<file path="config.mk">
export PLATFORM = sky130hd
export DESIGN_NAME = ifu_npc_seq
export DESIGN_NICKNAME = d
export VERILOG_FILES = /design/src/rtl/ifu_npc_seq.sv
export SDC_FILE = /design/constraint.sdc
export NUM_CORES = 1
export LEC_CHECK = 0
export ABC_AREA = 1
export CAP_MARGIN = 20
export CORE_ASPECT_RATIO = 0.7
export CORE_UTILIZATION = 50
export CTS_BUF_LIST = sky130_fd_sc_hd__clkbuf_8
export CTS_CLUSTER_DIAMETER = 60
export DETAILED_ROUTE_END_ITERATION = 6
export PLACE_DENSITY = 0.83
export SYNTH_ARGS = -nofsm -noshare
export SYNTH_HDL_FRONTEND = slang
export SYNTH_SLANG_ARGS = --single-unit
</file>
<file path="constraint.sdc">
create_clock -name clk -period 3.3 [get_ports clk]
set_input_delay 0.495 -clock clk [delete_from_list [all_inputs] [get_ports clk]]
set_output_delay 0.495 -clock clk [all_outputs]
set_load 0.005 [all_outputs]
</file>
<file path="src/rtl/ifu_npc_seq.sv">
`default_nettype none
// +--------------------------------------------------------------------------+
// | ifu_npc_seq: instruction fetch (req/ack) and next-PC sequencer for the    |
// | single-cycle MIPS core. Optional macro IFU_MISALIGN_TRAP_EN adds HALT.    |
// | Revision: 1.0                                                             |
// +--------------------------------------------------------------------------+
module ifu_npc_seq #(
  parameter logic [31:0] PC_RESET = 32'h0000_3000,
  parameter int          CNT_W    = 32
) (
  input  logic             clk,
  input  logic             reset_n,
  input  logic [2:0]       npc_op,
  input  logic             zero,
  input  logic [31:0]      rs_data,
  input  logic             exec_done,
  output logic             imem_req,
  output logic [31:0]      imem_addr,
  input  logic             imem_ack,
  input  logic [31:0]      imem_rdata,
  output logic [31:0]      instr,
  output logic             instr_valid,
  output logic [31:0]      pc,
  output logic [31:0]      pc4,
  output logic [CNT_W-1:0] retired,
  output logic             trap
);

  typedef enum logic [1:0] {
    S_FETCH = 2'd0,
    S_EXEC  = 2'd1,
    S_HALT  = 2'd2
  } state_t;

  state_t           state_q, state_d;
  logic [31:0]      pc_q, pc_d;
  logic [31:0]      instr_q, instr_d;
  logic [CNT_W-1:0] retired_q, retired_d;
  logic [31:0]      pc4_w;
  logic [31:0]      br_tgt_w;
  logic [31:0]      npc_w;

  assign pc4_w    = pc_q + 32'd4;
  assign br_tgt_w = pc4_w + {{14{instr_q[15]}}, instr_q[15:0], 2'b00};

  always_comb begin
    npc_w = pc4_w;
    case (npc_op)
      3'b001:  npc_w = zero ? br_tgt_w : pc4_w;
      3'b010:  npc_w = {pc4_w[31:28], instr_q[25:0], 2'b00};
      3'b011:  npc_w = rs_data;
      default: npc_w = pc4_w;
    endcase
  end

`ifdef IFU_MISALIGN_TRAP_EN
  logic trap_q, trap_d;
`endif

  always_comb begin
    state_d   = state_q;
    pc_d      = pc_q;
    instr_d   = instr_q;
    retired_d = retired_q;
`ifdef IFU_MISALIGN_TRAP_EN
    trap_d    = trap_q;
`endif
    case (state_q)
      S_FETCH: begin
        if (imem_ack) begin
          instr_d = imem_rdata;
          state_d = S_EXEC;
        end
      end
      S_EXEC: begin
        if (exec_done) begin
          retired_d = retired_q + CNT_W'(1);
          state_d   = S_FETCH;
`ifdef IFU_MISALIGN_TRAP_EN
          // Keep the faulting target unmasked so it is visible for debug.
          pc_d = npc_w;
          if (npc_w[1:0] != 2'b00) begin
            trap_d  = 1'b1;
            state_d = S_HALT;
          end
`else
          pc_d = {npc_w[31:2], 2'b00};
`endif
        end
      end
      default: state_d = state_q;
    endcase
  end

  always_ff @(posedge clk or negedge reset_n) begin
    if (!reset_n) begin
      state_q   <= S_FETCH;
      pc_q      <= PC_RESET;
      instr_q   <= 32'd0;
      retired_q <= '0;
    end else begin
      state_q   <= state_d;
      pc_q      <= pc_d;
      instr_q   <= instr_d;
      retired_q <= retired_d;
    end
  end

`ifdef IFU_MISALIGN_TRAP_EN
  always_ff @(posedge clk or negedge reset_n) begin
    if (!reset_n) trap_q <= 1'b0;
    else          trap_q <= trap_d;
  end
  assign trap = trap_q;
`else
  assign trap = 1'b0;
`endif

  assign imem_req    = (state_q == S_FETCH);
  assign instr_valid = (state_q == S_EXEC);
  assign imem_addr   = pc_q;
  assign pc          = pc_q;
  assign pc4         = pc4_w;
  assign instr       = instr_q;
  assign retired     = retired_q;

endmodule
`default_nettype wire

</file>
==> flow_summary.ini <==
[status]
status = finished clean

[worst_setup_path]
cp_common_cell = nand2_1
critical_path_required_ns = 3.57
cpPeakStageDelay_ns = 0.58
regToRegSetupSlack_ns = 0.12
cp_slowest_cell = dfstp_2
critPathArrivalTime_ns = 3.45
path_max_fanout = 4
path_class = flip-flop to flip-flop
crit_chain = nand2_1 > nor2_1 > buf_4 > nand3_1 > nor3_2 > nand3_1 > and2_1 > ha_1 > nand2_1 > nor2_2 > nand2_1 > nor4_2 > nand2_1 > nand2_1 > nand2_1 > nand3_1 > nand3_1 > nand2_1 > inv_1
end_kind = flip-flop
start_kind = flip-flop

[clock_network]
cts_tree = built
clkSinkCount = 95
numCtsBuffers = 9
htreeDepth = 3
clk_path_buf_depth = 2
ctsHoldBuffers = 0
root_buffer = clkbuf_8
clk_latency_ns = 0.38
clk_pin_slew_worst_paths_ns = 0.11

[floorplan]
start_util_pct = 52.4
die-width_um = 152
die_y_um = 107
core_um2 = 15000
num_rows = 37
die-area_um2 = 16200
pin_count = 235

[routing]
ant_nets = 0
vias = 8594
drtPass1Iterations = 5
drc = 0
routedWlPerCell_um = 18.5
viasPerCell = 5.46
wl_um = 29100
dr.first_iter.drc_count = 802

[hold_path]
worstHoldPathType = input pin to async pin

[layout]
fin_nets = 1485
final_util_pct = 75.4
fin_area_um2 = 11300
area_delta_synth_final_pct = 43.8
layout-drive-gt1-share_pct = 19.1
n_antenna_cell = 0

[timing]
slew_headroom_pct = 36.8
holdWs_ns = 0.164
setup-violations-final = 0
max_freq_mhz = 315
hold_viol = 0
finalClockSkew_ns = 0.0172
period_share_pct = 96.3
tightest_slew_ns = 0.945
maxSlewViolCount = 0
period_needed_ns = 3.18
fin_tns_setup_ns = 0

[pwr]
leakage_nw = 5.26
power_mw = 8.96
peakVddDrop_uv = 540
p_per_area_nw_per_um2 = 793

[logic_synthesis]
netlist_area_um2 = 7860
synth_edf_count = 0
ys_warn_count = 0
synth_seq_area_share_pct = 30.3
ys_ff_latch = 95
synth_cell_types = 54
syn_inst = 1093
avgSynthCellArea_um2 = 7.19
synth_flop_cell = dfrtp_1
async_reset_ff_share_pct = 100

[place]
numPortBuffers = 225
gp_congestion = 0.969
placed_area_um2 = 10700
post-dp-hpwl_um = 22600

[grt]
antenna_found_initial = 0
grt_pass1_wl_um = 44600
overflow = 0
grt_pass1_vias = 8186
grt_max_degree = 51
grt_usage_pct = 35.6

[job]
cap_viol_max_count = 0
[state kept, by name (all words and copies together) (netlist names)]
register / flops
imem_addr: 30
state_q: 1
retired: 32
instr: 32
[placed cells by master (no fill, tap or decap), drive strengths merged, types with 22 or more instances in the layout]
cell type / synthesis / final
nand2: 292 / 292
inv: 153 / 155
o21ai: 51 / 51
nand4: 22 / 22
nor2: 100 / 100
nand3: 61 / 61
a22oi: 23 / 23
a21oi: 44 / 44
dfrtp: 93 / 93
mux2: 30 / 30
buf: 44 / 95
clkdlybuf4s50: 0 / 224
ha: 37 / 37
xnor2: 28 / 28
xor2: 30 / 30
[power breakdown]
part           internal (mW)  switching [mW]
logic                   3.03            3.33
clock network          0.353           0.465
registers               1.44           0.345
total                   4.82            4.14
[area by class of cell]
cell class | count | area [um2]
clock buffers | 9 | 124
clock inverters | 6 | 68.8
fillers | 1162 | 3690
inverters | 154 | 578
multi-input cells | 796 | 4940
flip-flops and latches | 95 | 2380
well taps | 195 | 244
repair buffers | 319 | 2970
[stage by stage]
stage               instances  setup WS [ns]
floorplan                1099          0.483
global placement         1555         0.0877
CTS                      1570         0.0243
finish                   1574          0.122
detailed placement       1555         0.0640
global route             1574        -0.0940
[synthesized netlist by cell type (20+ instances only)]
cell type,count,area share [%]
nand2_1,280,13
inv_1,149,7.1
dfrtp_1,93,30
nor2_1,84,4.0
nand3_1,56,3.6
o21ai_0,46,2.9
a21oi_1,44,2.8
buf_4,38,3.6
ha_1,37,5.9
mux2_2,30,4.3
xor2_1,30,3.3
xnor2_1,28,3.1
a22oi_1,23,2.2
nand4_1,20,1.6
[final timing paths]
| path | from | endpoint | depth (start not counted) |
|---|---|---|---|
| worst max-delay path | imem_addr[13] | imem_addr[29] | 19 |
| worst min-delay path | reset_n | imem_addr[21] | 1 |
| worst max register to register | imem_addr[13] | imem_addr[29] | 19 |
| worst min register to register | retired[30] | retired[30] | 1 |
| max in group asynchronous | reset_n | imem_addr[12] | 2 |
| min in group clk | retired[30] | retired[30] | 1 |
[critical path: cells and delay by family, from the launching register on]
family | cells | cell delay (ns)
adder cells (fa/ha/maj) | 1 | 0.33
buffers and inverters | 2 | 0.19
flip-flops | 1 | 0.58
AND/OR/NAND/NOR | 16 | 1.97
[layer usage]
layer  vias to the layer above  share of wire [%]  global-route usage (%)  wire length (um)
met5                         -                  0                       0                 0
met4                         0                1.5                    7.79               449
met3                        41                 10                    9.34              2960
met2                       447                 43                    53.4             12400
met1                      4048                 46                    51.1             13200
li1                       4058                  -                       -                 -
[timing repair]
item / CTS / global route
buffers inserted: 0 / 4
resized for setup: 0 / 85
setup endpoints to repair: 0 / 16
[cell families (layout without fill, tap and decap cells)]
| group | after synthesis | count (layout) | synth area share [%] |
|---|---|---|---|
| adder cells (fa/ha/maj) | 38 | 38 | 6.14 |
| AND/OR/NAND/NOR | 516 | 516 | 29.9 |
| XOR/XNOR | 58 | 58 | 6.46 |
| other | 1 | 7 | 0.0477 |
| AO/OA/AOI/OAI | 147 | 147 | 11.0 |
| flip-flops | 95 | 95 | 30.3 |
| buffers and inverters | 208 | 488 | 11.8 |
| multiplexers | 30 | 30 | 4.30 |
(Power assumes the default switching activity.)
